`src/rtl/instr_fetch_unit_pkg.sv`:
```
// Shared definitions for the instruction fetch unit: opcodes, FSM encoding and widths.
package instr_fetch_unit_pkg;

  localparam int INSTR_W = 32;

  typedef logic [5:0] opcode_t;

  localparam opcode_t OP_RTYPE = 6'h00;
  localparam opcode_t OP_ANDI  = 6'h0C;
  localparam opcode_t OP_ORI   = 6'h0D;
  localparam opcode_t OP_SW    = 6'h10;
  localparam opcode_t OP_LW    = 6'h11;
  localparam opcode_t OP_BEQ   = 6'h13;
  localparam opcode_t OP_J     = 6'h1C;

  localparam logic [1:0] S_IDLE  = 2'd0;
  localparam logic [1:0] S_REQ   = 2'd1;
  localparam logic [1:0] S_VALID = 2'd2;
  localparam logic [1:0] S_HALT  = 2'd3;

  function automatic logic is_legal_op(input opcode_t op);
    case (op)
      OP_RTYPE, OP_ANDI, OP_ORI, OP_SW, OP_LW, OP_BEQ, OP_J: is_legal_op = 1'b1;
      default:                                             is_legal_op = 1'b0;
    endcase
  endfunction

endpackage

```
`src/rtl/instr_fetch_unit_if.sv`:
```
// Instruction memory req/ack bus between the fetch unit (master) and memory (slave).
interface instr_fetch_unit_if;
  import instr_fetch_unit_pkg::*;

  logic               imem_req;
  logic [31:0]        imem_addr;
  logic               imem_ack;
  logic [INSTR_W-1:0] imem_rdata;

  modport master (output imem_req, output imem_addr, input imem_ack, input imem_rdata);
  modport slave  (input imem_req, input imem_addr, output imem_ack, output imem_rdata);

endinterface

```
`src/rtl/instr_fetch_unit_next_pc_calc.sv`:
```
// Next-PC selection: jump target, taken branch, or sequential pc+4 (Jump has priority).
module next_pc_calc
  import instr_fetch_unit_pkg::*;
(
  input  logic [31:0] pc_plus4,
  input  logic [25:0] instr_imm,
  input  logic        Branch,
  input  logic        Jump,
  input  logic        Zero,
  output logic [31:0] next_pc
);

  logic signed [31:0] br_off;

  assign br_off = {{14{instr_imm[15]}}, instr_imm[15:0], 2'b00};

  always_comb begin
    next_pc = pc_plus4;
    if (Jump)
      next_pc = {pc_plus4[31:28], instr_imm, 2'b00};
    else if (Branch && Zero)
      next_pc = pc_plus4 + $unsigned(br_off);
  end

endmodule

```
`src/rtl/instr_fetch_unit.sv`:
```
// Instruction fetch stage: PC register, imem req/ack FSM, instruction latch and retire counter.
module instr_fetch_unit
  import instr_fetch_unit_pkg::*;
#(
  parameter logic [31:0] RESET_PC     = 32'h0000_0000,
  parameter bit          ILLEGAL_HALT = 1'b1
) (
  input  logic               clk,
  input  logic               rst,
  instr_fetch_unit_if.master imem,
  input  logic               stall,
  input  logic               Branch,
  input  logic               Jump,
  input  logic               Zero,
  output logic [INSTR_W-1:0] instr,
  output logic [5:0]         Opcode,
  output logic               instr_valid,
  output logic [31:0]        pc,
  output logic [31:0]        pc_plus4,
  output logic               halted,
  output logic [31:0]        retire_cnt
);

  logic [1:0]  state;
  logic [31:0] calc_pc;
  logic [31:0] next_pc;
  logic        op_legal;

  assign Opcode         = instr[31:26];
  assign pc_plus4       = pc + 32'd4;
  assign imem.imem_addr = {pc[31:2], 2'b00};
  assign op_legal       = is_legal_op(Opcode);

  next_pc_calc u_next_pc (
    .pc_plus4  (pc_plus4),
    .instr_imm (instr[25:0]),
    .Branch    (Branch),
    .Jump      (Jump),
    .Zero      (Zero),
    .next_pc   (calc_pc)
  );

  // With halting disabled an unsupported opcode falls through as a plain sequential NOP.
  assign next_pc = op_legal ? calc_pc : pc_plus4;

  always_ff @(posedge clk or posedge rst) begin
    if (rst) begin
      state         <= S_IDLE;
      pc            <= RESET_PC;
      instr         <= '0;
      instr_valid   <= 1'b0;
      imem.imem_req <= 1'b0;
      halted        <= 1'b0;
      retire_cnt    <= '0;
    end else begin
      case (state)
        S_IDLE: begin
          state         <= S_REQ;
          imem.imem_req <= 1'b1;
        end
        S_REQ: begin
          if (imem.imem_ack) begin
            instr         <= imem.imem_rdata;
            instr_valid   <= 1'b1;
            imem.imem_req <= 1'b0;
            state         <= S_VALID;
          end
        end
        S_VALID: begin
          if (!stall) begin
            retire_cnt  <= retire_cnt + 32'd1;
            instr_valid <= 1'b0;
            if (ILLEGAL_HALT && !op_legal) begin
              state  <= S_HALT;
              halted <= 1'b1;
            end else begin
              pc            <= next_pc;
              imem.imem_req <= 1'b1;
              state         <= S_REQ;
            end
          end
        end
        S_HALT: begin
          imem.imem_req <= 1'b0;
          instr_valid   <= 1'b0;
          halted        <= 1'b1;
        end
        default: state <= S_IDLE;
      endcase
    end
  end

endmodule

```
`src/flat_wrapper.sv`:
```
// flat-port wrapper written by rule: the top's interface ports become plain ports
module instr_fetch_unit_flat import instr_fetch_unit_pkg::*;
#(
  parameter logic [31:0] RESET_PC     = 32'h0000_0000,
  parameter bit          ILLEGAL_HALT = 1'b1
)
  (clk, rst, stall, Branch, Jump, Zero, instr, Opcode, instr_valid, pc, pc_plus4, halted, retire_cnt, imem_imem_req, imem_imem_addr, imem_imem_ack, imem_imem_rdata);
  instr_fetch_unit_if imem_i ();
  input  logic clk;
  input  logic rst;
  input  logic stall;
  input  logic Branch;
  input  logic Jump;
  input  logic Zero;
  output logic [INSTR_W-1:0] instr;
  output logic [5:0] Opcode;
  output logic instr_valid;
  output logic [31:0] pc;
  output logic [31:0] pc_plus4;
  output logic halted;
  output logic [31:0] retire_cnt;
  output wire logic [$bits(imem_i.imem_req)-1:0] imem_imem_req;
  output wire logic [$bits(imem_i.imem_addr)-1:0] imem_imem_addr;
  input wire logic [$bits(imem_i.imem_ack)-1:0] imem_imem_ack;
  input wire logic [$bits(imem_i.imem_rdata)-1:0] imem_imem_rdata;
  assign imem_imem_req = imem_i.imem_req;
  assign imem_imem_addr = imem_i.imem_addr;
  assign imem_i.imem_ack = imem_imem_ack;
  assign imem_i.imem_rdata = imem_imem_rdata;
  instr_fetch_unit #(.RESET_PC(RESET_PC), .ILLEGAL_HALT(ILLEGAL_HALT)) u_core (.clk(clk), .rst(rst), .imem(imem_i), .stall(stall), .Branch(Branch), .Jump(Jump), .Zero(Zero), .instr(instr), .Opcode(Opcode), .instr_valid(instr_valid), .pc(pc), .pc_plus4(pc_plus4), .halted(halted), .retire_cnt(retire_cnt));
endmodule
```
`config.mk`:
```
export PLATFORM = sky130hd
export DESIGN_NAME = instr_fetch_unit_flat
export DESIGN_NICKNAME = d
export VERILOG_FILES = /design/src/rtl/instr_fetch_unit_pkg.sv /design/src/rtl/instr_fetch_unit_if.sv /design/src/rtl/instr_fetch_unit_next_pc_calc.sv /design/src/rtl/instr_fetch_unit.sv /design/src/flat_wrapper.sv
export SDC_FILE = /design/constraint.sdc
export NUM_CORES = 1
export LEC_CHECK = 0
export BUFFER_PORTS_ARGS = -buffer_cell sky130_fd_sc_hd__buf_2
export CORE_MARGIN = 4
export CORE_UTILIZATION = 50
export CTS_CLUSTER_SIZE = 24
export DETAILED_ROUTE_END_ITERATION = 8
export PLACE_DENSITY = 0.87
export SYNTH_ARGS = -nofsm -noshare
export SYNTH_HDL_FRONTEND = slang
export SYNTH_SLANG_ARGS = --single-unit
```
`constraint.sdc`:
```
create_clock -name clk -period 11.75 [get_ports clk]
set_clock_uncertainty 0.1 [all_clocks]
set_input_delay 0 -clock clk [delete_from_list [all_inputs] [get_ports clk]]
set_output_delay 0 -clock clk [all_outputs]
set_load 0.03 [all_outputs]
```
## Word-level counts from Yosys, hierarchy flattened

Index checks and enable logic that the tools add are counted.

| word-level totals | value |
|---|---|
| register bits after elaboration | 101 |

| operators by class | value |
|---|---|
| equal/unequal tests | 13 |
| reductions and logical operators | 14 |
| add/subtract/negate cells | 3 |
| bitwise logic cells | 1 |
| mux-type cells | 17 |

Operator list:

| operator | count |
|---|---|
| 2-to-1 mux 32 bit | 2 |
| adder 32 x 1 -> 32 bit (second input constant) | 1 |
| adder 32 x 3 -> 32 bit (second input constant) | 1 |
| adder 32 bit | 1 |
| equality test 6 x 5 -> 1 bit (second input constant) | 4 |
| AND reduction 3 bit | 5 |
| equality test 6 x 4 -> 1 bit (second input constant) | 2 |
| 2-to-1 mux 1 bit | 8 |
| OR reduction 7 bit | 1 |
| zero test 6 bit | 1 |
| 2-to-1 mux 2 bit | 3 |
| inequality test 2 bit (second input constant) | 3 |
| case mux 2 bit (3 select lines) | 1 |
| nonzero test 3 bit | 2 |
| equality test 2 bit (second input constant) | 2 |
| case mux 1 bit (4 select lines) | 1 |
| AND reduction 2 bit | 2 |
| case mux 1 bit (3 select lines) | 1 |
| equality test 2 x 1 -> 1 bit (second input constant) | 1 |
| zero test 2 bit | 1 |
| inequality test 2 x 1 -> 1 bit (second input constant) | 1 |
| case mux 1 bit (2 select lines) | 1 |
| nonzero test 2 bit | 1 |
| logical AND 1 bit | 1 |
| NOT 1 bit | 1 |

## Logic depth before layout (Yosys ltp)

Gate-level depths: netlist of run 1.

| depth | value |
|---|---|
| depth in word-level cells | 6 |
| depth in mapped cells | 17 |
| depth with buffers taken out | 16 |

## By module

A second synthesis of run 1 with hierarchy kept.

| second synthesis, totals | value |
|---|---|
| cells, all modules | 743 |
| area total of the unflattened synthesis | 7,355.8 um2 |

Modules (own cells, without submodules):

| module | sequential area each (um2) | area each (um2) | cells each | instances |
|---|---|---|---|---|
| instr_fetch_unit | 2,527.4 | 5,114.9 | 416 | 1 |
| next_pc_calc | 0.0 | 2,240.9 | 327 | 1 |

## Least setup slack after synthesis of run 1

OpenSTA, ideal clock, no wires.

| timing | value |
|---|---|
| path type | register to register |
| start | register u_core.pc[2] |
| end | register u_core.pc[31] |
| period minus slack after synthesis | 4,762 ps |
| slack | 6,988 ps |
| data arrival time | 4,538 ps |
| cell stages (with the launch flop) | 18 |
| cell sequence | dfrtp_1 ha_1 nand3_1 nor4_1 and2_1 nand3_1 xnor2_1 ha_1 clkbuf_1 a21o_1 a21o_1 a21oi_1 nand3b_1 a21oi_1 a211oi_1 mux2i_1 mux2i_1 o21ai_1 |

| between the ends | value |
|---|---|
| longest elaborated chain between the ends | 4 |

RTL lines:

| element | line | RTL |
|---|---|---|
| start, declared | instr_fetch_unit.sv:18 | `output logic [31:0] pc,` |
| start signal, assigned | instr_fetch_unit.sv:77 | `pc <= next_pc;` |
| adder 32 x 3 -> 32 bit | instr_fetch_unit.sv:30 | `assign pc_plus4 = pc + 32'd4;` |
| net pc_plus4[24] | flat_wrapper.sv:19 | `output logic [31:0] pc_plus4;` |
| adder 32 bit | instr_fetch_unit_next_pc_calc.sv:22 | `next_pc = pc_plus4 + $unsigned(br_off);` |
| 2-to-1 mux 32 bit | instr_fetch_unit_next_pc_calc.sv:21 | `else if (Branch && Zero)` |
| 2-to-1 mux 32 bit | instr_fetch_unit_next_pc_calc.sv:19 | `if (Jump)` |

The timed path passes the listed nets, and every way through them passes these cells.
A chain may end at the register's enable or synchronous reset.

## Final worst setup path of run 1

| timing | value |
|---|---|
| start | register u_core.pc[2] |
| end | register u_core.pc[31] |

| between the ends | value |
|---|---|
| longest elaborated chain between the ends | 4 |

RTL lines:

| element | line |
|---|---|
| adder 32 x 3 -> 32 bit (*) | instr_fetch_unit.sv:30 |
| adder 32 bit | instr_fetch_unit_next_pc_calc.sv:22 |
| 2-to-1 mux 32 bit | instr_fetch_unit_next_pc_calc.sv:21 |
| 2-to-1 mux 32 bit (*) | instr_fetch_unit_next_pc_calc.sv:19 |

Every way passes the cells marked *; elsewhere a longest branch is shown, timed or not.

==> summary by stage, run 1 <==
Status
The run finished with clean final reports.

Worst setup path
On the worst path, the slowest cell contributes a delay of between 700 and 800 ps. The setup path with the least slack is of type reg -> reg. STA classifies the critical path startpoint as a flop. The slowest stage of the critical path is the nor4_1 cell. At the worst endpoint, the required time is ~12000 ps. STA puts the critical path data arrival time at between 4000 and 5000 ps.

Walking the worst path, the cells encountered are ha_1 > nand3_1 > nor4_1 > and2_1 > nand3_1 > xnor2_1 > ha_1 > a21o_1 > a21o_1 > a21oi_1 > nand3b_1 > a21oi_1 > a211oi_1 > mux2i_1 > mux2i_1 > o21ai_1. The kind of cell with the highest combined delay along the critical path is simple AND/OR/NAND/NOR gates. The critical path contains buffers and inverters numbering 0 combined. The capturing element type of the critical path is a flop. The maximum fanout encountered on the critical timing path is 10.

STA
The actual slew at the worst max-slew pin is approximately 1000 ps. The final setup TNS is 0 ps. The worst slack on hold paths is roughly 58 ps. The final cycle utilization of the critical path is between 30% and 40%. Setup repair after global routing left no endpoint under its margin. The worst pin sits at a relative slew slack of 31.9%.

The worst-case setup margin in the final layout is 7080 ps. The highest clock frequency the design can meet is 214 MHz. The number of pins exceeding their max-slew limit in the final report is 0. The final hold violation count is 0. The shortest clock period the worst path allows after layout is 4670 ps. The number of failing setup endpoints in the final timing report is 0.

Synthesis
Yosys mapped a number of flops with a built-in enable equal to 0. The share of synthesized flip-flops with an asynchronous set or reset is 100%. Summing every instance area after synthesis gives approximately 0.007 mm^2. The post-synthesis instance total is between 700 and 800. Sequential cells were found to cover ~36% of the synthesized design area. The most used flip-flop cell after synthesis is dfrtp_1. For this run, the number of Yosys warnings is 0. The post-synthesis area per instance is 9.02 um^2.

The flop and latch count out of synthesis is 99. The distinct cell type count after synthesis is 58.

Global route
For this run the aggregate overflow at the end of global routing stands at 0. The first global-routing pass estimated roughly 34000 um of wire. The number of global-route vias before repair is 6420.

The initial antenna violation count is 0. In the global route stage, overall resource usage came out at 26.0%. Entering global routing, the biggest net connects 63 pins.

Routing
After detailed routing, the total wire length is between 20000 and 25000 um. For this run, design rule violations remaining after detail routing come to 0. The routed layout has about 6700 vias. The number of search-and-repair iterations in the first detailed-routing pass is 8.

The post-detailed-route count of antenna-violating nets is 0. The routed wire length per instance is 18.4 um. Dividing the detail-routed via count by the number of cells gives 5.89. After the first detailed-routing iteration, the DRC count stood at slightly above 500.

Clock network
TritonCTS built the clock tree. The clock input transition at the sequential cells of the worst setup and hold paths is 70 ps. The number of H-tree branching levels is 3. The tree is rooted in a clkbuf_16. The clock latency of the later-clocked register in the worst-skew pair is 350 ps.

The maximum root-to-sink buffer count is 2. TritonCTS created 9 clock buffers. Counting every sink on the clock net gives a little under 100.

Pwr
The cell area power density is 311 mW/mm^2. The static leakage is 4.23 nW. The worst-case IR drop observed on VDD is about 0.20 mV.

Die
The floorplan step defined a die boundary enclosing between 0.015 and 0.02 mm^2. The core area is around 0.013 mm^2. The starting density of the core is roughly 52%. For this design the top-level I/O count stands at between 200 and 250.

The die is 126 um wide. The y dimension of the die is about 130 um. The row count is 42.

Placement
The post-placement setup slack is approximately 7300 ps. The area of placed instances is slightly below 0.008 mm^2. The HPWL after detailed placement is between 10000 and 15000 um. The routability-driven placement congestion ratio is approximately 0.95. The count of buffers added on input and output ports is 201.

Finish
The count of fill cells added during filler insertion is 1100. In the final design database the tool counted around 1000 nets. The utilization after layout is between 60 and 70%. Relative to the synthesized area, the layout overhead comes to 21.8%. Cells with a size suffix above 1 make up between 20% and 30% of the layout.

Summing all non-filler instances in the final layout gives an area of around 0.0085 mm^2. The number of antenna diodes is 0.

Flow run
The number of maximum-capacitance violations is 0.

Worst hold path
The worst hold path belongs to the class in -> reg.
cell type report:
type	count	area [um^2]	area share, %
inverters	20	77.6	0.913
repair buffers	241	1390	16.4
clock inverters	4	31.3	0.368
flip-flops and latches	99	2480	29.2
clock buffers	12	256	3.02
well taps	176	220	2.59
multi-input cells	593	4040	47.6
final timing paths:
kind / from / to / slack [ps] / cells after the start
max: u_core.pc[2]$_DFFE_PP0P_ / u_core.pc[31]$_DFFE_PP0P_ / 7080 / 16
min: Jump / u_core.pc[15]$_DFFE_PP0P_ / 60 / 3
min reg2reg: u_core.retire_cnt[31]$_DFFE_PP0P_ / u_core.retire_cnt[31]$_DFFE_PP0P_ / 380 / 1
max reg2reg: u_core.pc[2]$_DFFE_PP0P_ / u_core.pc[31]$_DFFE_PP0P_ / 7080 / 16
max in group asynchronous: rst / u_core.pc[7]$_DFFE_PP0P_ / 10220 / 4
min in group asynchronous: rst / u_core.retire_cnt[31]$_DFFE_PP0P_ / 140 / 3
timing repair:
| item | CTS | global route |
|---|---|---|
| hold buffers | 34 | 0 |
| hold endpoints to repair | 72 | 0 |
| gates resized for setup | 0 | 0 |
| buffers inserted | 0 | 0 |
worst min-delay path: stages:
cell and delay (ps):
buf_2 260, nand3_1 130, nand3_1 70
per-stage QoR:
| step | power (W) | std cells |
|---|---|---|
| after floorplan | 0.00192 | 778 |
| after global placement | 0.00227 | 1095 |
| after detailed placement | 0.00231 | 1095 |
| after CTS | 0.00261 | 1145 |
| after global routing | 0.00281 | 1145 |
| final | 0.00265 | 1145 |
power breakdown:
group	total, W	internal, W	leakage [nW]	switching, W
Combinational	0.00173	0.000603	2.83	0.00112
Clock	0.000288	0.000157	0.144	0.000131
Sequential	0.000632	0.000452	1.26	0.000181
cell families after synthesis:
kind of cell / after synthesis / share of synthesized area (%)
fa+ha+maj: 43 / 7.82
compound gates: 173 / 15.9
simple gates: 252 / 17.5
flops: 99 / 35.5
mux: 38 / 6.05
xor+xnor: 81 / 10.3
other cells: 1 / 0.0538
buf+inv: 86 / 6.92
registers in the layout, indices dropped and copies added, names as in the netlist:
| register | count |
|---|---|
| u_core.instr | 32 |
| u_core.retire_cnt | 32 |
| u_core.pc | 30 |
| u_core.state | 2 |
| u_core.halted | 1 |
| u_core.imem.imem_req | 1 |
| u_core.instr_valid | 1 |
cell usage after synthesis (all sizes together), types with 5 or more instances:
| cell | number | area share (%) |
|---|---|---|
| dfrtp | 99 | 36 |
| nand2 | 77 | 4.1 |
| nor2 | 60 | 3.3 |
| xnor2 | 55 | 7.0 |
| buf | 47 | 4.8 |
| a21oi | 46 | 3.3 |
| ha | 42 | 7.5 |
| o21ai | 42 | 3.0 |
| nand3 | 37 | 2.7 |
| mux2 | 33 | 5.3 |
| xor2 | 26 | 3.3 |
| inv | 20 | 1.1 |
| a21o | 19 | 2.0 |
| clkbuf | 19 | 1.0 |
| nand4 | 15 | 1.3 |
| nor3 | 14 | 1.0 |
| a211oi | 13 | 1.4 |
| and3 | 12 | 1.1 |
| and4 | 8 | 1.0 |
| o211ai | 6 | 0.65 |
| o31ai | 6 | 0.65 |
| mux2i | 5 | 0.72 |
| nor4 | 5 | 0.45 |
| o21bai | 5 | 0.54 |
| or3 | 5 | 0.45 |
layout by cell type, fill, tap and decap left out, types with 26 or more instances in the layout:
master,count
nand3_1,36
ha_1,42
a21oi_1,46
dlygate4sd3_1,34
mux2_2,33
nor2_1,59
dfrtp_1,99
buf_2,201
xnor2_1,54
nand2_1,77
o21ai_0,38
xor2_1,26
per-layer routing:
layer	share of wire, %	wire (um)	GRT usage (%)
met4	2.7	559	9.40
met3	7.3	1540	5.00
met2	49	10400	43.1
met1	41	8560	33.9
met5	0	0	0
Power figures use the tool's default switching activity.
==> run 2, diff against run 1 <==
Clock period 11.75 ns to 4.8 ns, I/O delays scaled along.
==> summary by stage, run 2 (same netlist as run 1, synthesis figures left out) <==
Pwr
The static leakage came to 4.26 nW (+0.60%). The cell area power density was 763 mW/mm^2 (+140%). The worst supply voltage drop on vdd is 0.594 mV (+190%).

STA
The highest clock frequency the design can meet is 224 MHz (+4.5%). The number of pins exceeding their max-slew limit in the final report is 0 (unchanged). The number of failing setup endpoints in the final timing report is 0 (unchanged). The final cycle utilization of the critical path is 93.1% (+53 points). Setup repair after global routing left no endpoint under its margin. The final hold violation count is 0 (unchanged). The actual slew at the worst max-slew pin is 934 ps (-88.2 ps). The relative max-transition margin came to 37.7% (+5.9 points). The final setup TNS is 0 ps (unchanged). The shortest clock period the worst path allows after layout came to 4470 ps (-202 ps).

Worst setup path
The startpoint identified for the worst register-to-register timing path is u_core.pc[4]$_DFFE_PP0P_. The maximum cell stage delay along the critical path is 530 ps (-180 ps). The data required time at the worst endpoint was 4940 ps (-6950 ps).

The worst reg-to-reg path cell count is 14 (-2). The type of origin of the critical path is a flop. The worst endpoint data arrival time is 4610 ps (-200 ps).

The cell with the biggest individual delay on the critical path is a2111oi_2. The maximum fanout encountered on the critical timing path is 7 (-3). The worst setup path is captured at a flop. By instance count, the cell type seen most on the critical path is nor2_1.

The end of the worst register-to-register path is u_core.pc[30]$_DFFE_PP0P_. Walking the worst path, the cells encountered are nand3_2 > or3_1 > nor2_1 > nand2_1 > xnor2_1 > ha_1 > nand3_1 > a2111oi_2 > nor2_1 > nor4_1 > o221ai_1 > o21ai_1 > mux2i_1 > a221o_1. The setup slack on the worst flop-to-flop path is 330 ps (-6750 ps).

The path type of the worst setup path is reg -> reg.

Finish
The top cell types in the final layout, fill and taps aside, are buf_2, dfrtp_1, nand2_1, nor2_1, xnor2_1. The multi-input combinational cell area is 0.00404 mm^2 (unchanged). The count of fill cells added during filler insertion is 1078 (-2.0%). In the final layout, the registers with the most flip-flops are u_core.instr (32), u_core.retire_cnt (32), u_core.pc (30).

The number of antenna diodes was 0 (unchanged). The area taken by flip-flops and latches is 0.00248 mm^2 (unchanged). The layout net count came to 1049 (+0.29%). The area of all placed cells without fillers was 0.00853 mm^2 (+0.49%). The fraction of layout cells with a size suffix above 1 is 28.0% (+0.33 points). The area growth from synthesis to final layout is 22.4%. The most common library cell in the layout ignoring fill and taps is buf_2.

Routing
The first-iteration detailed-routing DRC count is 452 (-12%). The routed wire length per instance was 18.2 um (-0.93%). The total via count in the routed design is 6658 (-1.2%). The ratio of routed vias to standard cells is 5.80 (-1.5%). The number of search-and-repair iterations in the first detailed-routing pass is 5 (-3). The total wire length is 20900 um (-0.67%). The post-detailed-route DRC marker count is 0 (unchanged).

The post-detailed-route count of antenna-violating nets is 0 (unchanged).

Clock network
The clock tree from TritonCTS is yes. The number of clock sinks is 99 (unchanged). The clock latency of the later-clocked register in the worst-skew pair is 360 ps (about the same).

The maximum root-to-sink buffer count is 2 (unchanged). The number of H-tree branching levels was 3 (unchanged). The clock input transition at the sequential cells of the worst setup and hold paths is 70 ps (about the same). The setup fix buffers added after clock tree synthesis is 0 (unchanged). The clock tree root buffer cell is clkbuf_16.

The TritonCTS buffer count is 9 (unchanged).

Worst hold path
The path with the worst hold slack has its endpoint at u_core.pc[15]$_DFFE_PP0P_. In this run the worst hold path is classified as in -> reg. The launch instance of the worst min-delay path is Jump.

The count of cells along the worst hold path came to 3 (unchanged).

Global route
The maximum number of pins on one net before global-route repair is 52 (-17%). The global-route total usage across every layer was 26.1% (+0.16 points). The wire length of the first global-routing pass is 33900 um (+0.17%). The number of global-route vias before repair came to 6590 (+2.6%). The global-route congestion overflow total is 0 (unchanged).

The initial antenna violation count came to 0 (unchanged).

Die
The starting density of the core is 51.8% (unchanged). The core area came to 0.0135 mm^2 (unchanged). The row count is 42 (unchanged).

The die width came to 126 um (unchanged). The total die area is 0.0159 mm^2 (unchanged). The y dimension of the die was 126 um (unchanged).

The boundary pin count came to 208 (unchanged).

Status
The flow ran to the end, and the final reports show no timing, DRC or antenna violations.

Placement
The routability-driven placement congestion ratio is 0.974 (+3.0%). The HPWL after detailed placement came to 15000 um (+0.65%). The number of buffers inserted by port buffering is 201 (unchanged). The area of placed instances is 0.00789 mm^2 (+0.29%).

Flow run
The number of maximum-capacitance violations came to 0 (unchanged).
-- run 2: changes by cell type in the layout (fill, tap and decap cells not counted), sizes merged --
cell    previous run  this run
buf              207       210
bufinv             0         1
clkbuf            12         9
inv               22        24
-- run 2: routing by layer --
metal | vias to the layer above | part of all wire (%) | routed length, um | track usage, %
met5 | - | 0 | 0 | 0
met3 | 57 | 7.5 | 1570 | 4.78
met1 | 3196 | 41 | 8550 | 33.8
met2 | 303 | 48 | 10100 | 42.7
met4 | 0 | 3.4 | 717 | 11.7
li1 | 3102 | - | - | -
-- run 2: layout make-up --
type	instances	area share (%)
Multi-Input combinational cell	593	47.3
Clock buffer	9	2.64
Timing Repair Buffer	244	16.6
Inverter	20	0.909
Clock inverter	7	0.953
Tap cell	176	2.58
Sequential cell	99	29.0
-- run 2: report_power, final --
part / internal (W) / switching, W / total (W)
combinational: 0.00148 / 0.00272 / 0.00420
sequential: 0.00111 / 0.000438 / 0.00154
clock: 0.000414 / 0.000355 / 0.000769
-- run 2: what timing repair did --
action	4_1_cts	5_1_grt
gates resized for setup	0	0
hold buffers	34	0
hold endpoints to repair	82	0
-- run 2: worst max-delay path by stage --
| stage | startpoint | to | slack (ps) | cells after the start |
|---|---|---|---|---|
| floorplan | u_core.pc[2]$_DFFE_PP0P_ | u_core.pc[31]$_DFFE_PP0P_ | 40 | 17 |
| global placement | u_core.pc[6]$_DFFE_PP0P_ | u_core.pc[30]$_DFFE_PP0P_ | 620 | 13 |
| detailed placement | u_core.pc[4]$_DFFE_PP0P_ | u_core.pc[30]$_DFFE_PP0P_ | 480 | 13 |
| CTS | u_core.pc[4]$_DFFE_PP0P_ | u_core.pc[31]$_DFFE_PP0P_ | 440 | 15 |
| global route | u_core.pc[2]$_DFFE_PP0P_ | u_core.pc[31]$_DFFE_PP0P_ | 90 | 17 |
| finish | u_core.pc[4]$_DFFE_PP0P_ | u_core.pc[30]$_DFFE_PP0P_ | 330 | 14 |
-- run 2: critical path, delay by kind of cell (launching register included) --
kind | cells | cell delay [ps]
compound gates | 4 | 1260
simple gates | 7 | 1880
flops | 1 | 480
fa+ha+maj | 1 | 380
mux | 1 | 90
xor+xnor | 1 | 180
-- run 2: per-stage QoR --
stage / util, % / power (W) / hold WS, ps / worst slack (ps) / instances
2_1_floorplan: - / 0.00470 / 0.0391 / 37.8 / 778
3_3_place_gp: 58.6 / 0.00556 / 22.5 / 624 / 1098
3_5_place_dp: 58.6 / 0.00563 / 26.9 / 480 / 1098
4_1_cts: 63.4 / 0.00646 / 25.6 / 438 / 1148
5_1_grt: 63.4 / 0.00693 / 65.9 / 89.7 / 1148
6_report: 63.4 / 0.00651 / 44.6 / 332 / 1148
==> run 3, diff against run 2 <==
Settings changed: CORE_ASPECT_RATIO set to 1.25, CTS_BUF_LIST set to sky130_fd_sc_hd__clkbuf_16.
==> summary by stage, run 3 (same netlist as run 1, synthesis figures left out) <==
Status
The run finished with clean final reports.

Pwr
The total power consumption of the routed design is 0.00648 W (-0.47%). The internal cell power is 0.00296 W (-1.2%). The proportion of total power due to net switching came to 54.3% (+0.33 points). The cell area power density was 757 mW/mm^2 (-0.84%).

The static leakage is 4.26 nW (about the same). The clock network fraction of design power is 11.6% (-0.2 points). The worst supply voltage drop on vdd is 0.346 mV (-42%). The net switching power of the design was 0.00352 W (+0.13%).

The part of the total power dissipated in combinational logic was 64.9% (+0.4 points). The relative contribution of sequential cells to total power was 23.4% (-0.3 points).

Clock network
The maximum root-to-sink buffer count is 2 (unchanged). The TritonCTS buffer count is 9 (unchanged). The number of H-tree branching levels is 3 (unchanged). The clock tree root buffer cell is clkbuf_16. The number of clock sinks came to 99 (unchanged). The setup fix buffers added after clock tree synthesis came to 0 (unchanged).

The clock latency of the later-clocked register in the worst-skew pair came to 360 ps (about the same). The clock input transition at the sequential cells of the worst setup and hold paths is 80 ps (about the same). TritonCTS built the clock tree.

Finish
The largest registers in the layout are u_core.instr (32), u_core.retire_cnt (32), u_core.pc (30). The layout net count is 1049 (unchanged). The utilization after layout is 62.3% (-1.2 points).

The area growth from synthesis to final layout is 22.8%. The library cells used most frequently in the layout, excluding fill and tap cells, are buf_2, dfrtp_1, nand2_1, nor2_1, xnor2_1. The count of placed standard cells in the final layout, fillers left out is 1148 (unchanged). The most common library cell in the layout ignoring fill and taps is buf_2. The fraction of layout cells with a size suffix above 1 is 28.2% (+0.21 points).

Placement
The post-placement setup slack is 443 ps (-37.4 ps). The placed instance count is 1097 (-0.091%). The HPWL after detailed placement is 14900 um (-0.70%). The routability-driven placement congestion ratio is 0.958 (-1.7%). The number of buffers inserted by port buffering is 201 (unchanged).

Worst setup path
STA classifies the critical path startpoint as a flop. The path type of the worst setup path is reg -> reg. The capture point of the worst path is u_core.pc[30]$_DFFE_PP0P_. The end of the worst register-to-register path is u_core.pc[30]$_DFFE_PP0P_. The worst setup path is captured at a flop.

The worst endpoint data arrival time is 4580 ps (-30 ps). The maximum fanout encountered on the critical timing path is 7 (unchanged). The setup slack on the worst flop-to-flop path is 350 ps (+20 ps). The critical path startpoint is u_core.pc[6]$_DFFE_PP0P_. The worst reg-to-reg path cell count is 15 (+1). The data required time at the worst endpoint is 4930 ps (about the same). The startpoint identified for the worst register-to-register timing path is u_core.pc[6]$_DFFE_PP0P_.

Die
The row count is 48 (+14%). The die width is 114 um (-9.9%). The total die area is 0.0159 mm^2 (about the same).

The starting density of the core was 50.7% (-1.1 points). The y dimension of the die is 140 um (+11%). The core area is 0.0138 mm^2 (+2.2%). The boundary pin count is 208 (unchanged).

STA
The actual slew at the worst max-slew pin is 928 ps (-6.23 ps). The highest clock frequency the design can meet was 225 MHz (+0.51%). The final cycle utilization of the critical path was 92.6% (-0.47 points). The shortest clock period the worst path allows after layout is 4450 ps (-22.5 ps). The final hold violation count is 0 (unchanged).

The relative max-transition margin came to 38.1% (+0.35 points). Setup repair after global routing left no endpoint under its margin. The number of pins exceeding their max-slew limit in the final report came to 0 (unchanged). The final setup TNS came to 0 ps (unchanged).

The number of failing setup endpoints in the final timing report is 0 (unchanged). The worst-case setup margin in the final layout is 354 ps (+22.5 ps).

Routing
The ratio of routed vias to standard cells is 5.77 (-0.50%). The post-detailed-route count of antenna-violating nets is 0 (unchanged). The post-detailed-route DRC marker count is 0 (unchanged). The first-iteration detailed-routing DRC count is 328 (-27%). The total wire length was 20700 um (-1.0%). The number of search-and-repair iterations in the first detailed-routing pass is 5 (unchanged). The routed wire length per instance is 18.1 um (-1.0%).

The total via count in the routed design is 6625 (-0.50%).

Global route
The number of global-route vias before repair is 6561 (-0.44%). The initial antenna violation count is 0 (unchanged). The global-route total usage across every layer is 26.0% (-0.14 points). The maximum number of pins on one net before global-route repair is 57 (+9.6%).

The wire length of the first global-routing pass was 33500 um (-0.96%). The global-route congestion overflow total is 0 (unchanged).

Flow run
The number of maximum-capacitance violations is 0 (unchanged).

Worst hold path
The tightest min-delay check is of the in -> reg type.
==> run 3: area by class of cell <==
cell class,instances,area [um^2]
Antenna cell,1,2.50
Clock buffer,9,225
Clock inverter,7,91.3
Fill cell,1102,5190
Inverter,20,77.6
Multi-Input combinational cell,593,4060
Sequential cell,99,2480
Tap cell,175,219
Timing Repair Buffer,244,1410
==> run 3: how the worst min path moves through the flow <==
stage / startpoint / to / slack (ps) / depth (start not counted)
2_1_floorplan: stall / u_core.halted$_DFFE_PP0P_ / 0.04 / 1
3_3_place_gp: rst / u_core.retire_cnt[14]$_DFFE_PP0P_ / 60 / 2
3_5_place_dp: rst / u_core.retire_cnt[13]$_DFFE_PP0P_ / 70 / 2
4_1_cts: Jump / u_core.pc[15]$_DFFE_PP0P_ / 70 / 3
5_1_grt: Jump / u_core.pc[15]$_DFFE_PP0P_ / 120 / 3
6_report: Jump / u_core.pc[15]$_DFFE_PP0P_ / 80 / 3
==> run 3: power groups by stage <==
| stage | Clock [W] | Combinational (W) | Sequential (W) |
|---|---|---|---|
| floorplan | 0 | 0.00274 | 0.00196 |
| global placement | 0 | 0.00404 | 0.00150 |
| detailed placement | 0 | 0.00410 | 0.00152 |
| CTS | 0.000767 | 0.00415 | 0.00151 |
| global route | 0.000800 | 0.00454 | 0.00156 |
| finish | 0.000753 | 0.00421 | 0.00152 |
==> run 3: metrics by stage <==
step                      hold WS (ps)  instance area [um^2]
after detailed placement          65.6                  7890
after CTS                         68.1                  8540
after global placement            60.7                  7890
final                             81.2                  8570
after floorplan                 0.0391                  6990
after global routing               124                  8560
==> run 3: worst max-delay path, stage by stage, from the launching register on <==
cell,delay (ps)
dfrtp_1,460
nand3_1,250
or3_1,500
nor2_1,330
nand3_1,140
xnor2_1,270
ha_1,370
a21o_1,210
a21oi_1,200
o21a_1,140
o31ai_1,90
or3b_2,450
o221ai_1,270
o21ai_1,140
mux2i_1,140
a221o_1,270
==> run 3: layer usage <==
metal  vias to the layer above  track usage (%)  share of wire [%]
met5                         -                0                  0
met4                         0             10.8                3.3
met3                        57             6.44                8.5
met2                       325             43.7                 49
met1                      3132             31.6                 39
li1                       3111                -                  -
==> run 3: timing repair <==
item / in CTS / in global routing
setup endpoints to repair: 0 / 2
endpoints found under the hold margin: 89 / 0
hold buffers: 34 / 0
gates resized for setup: 0 / 3
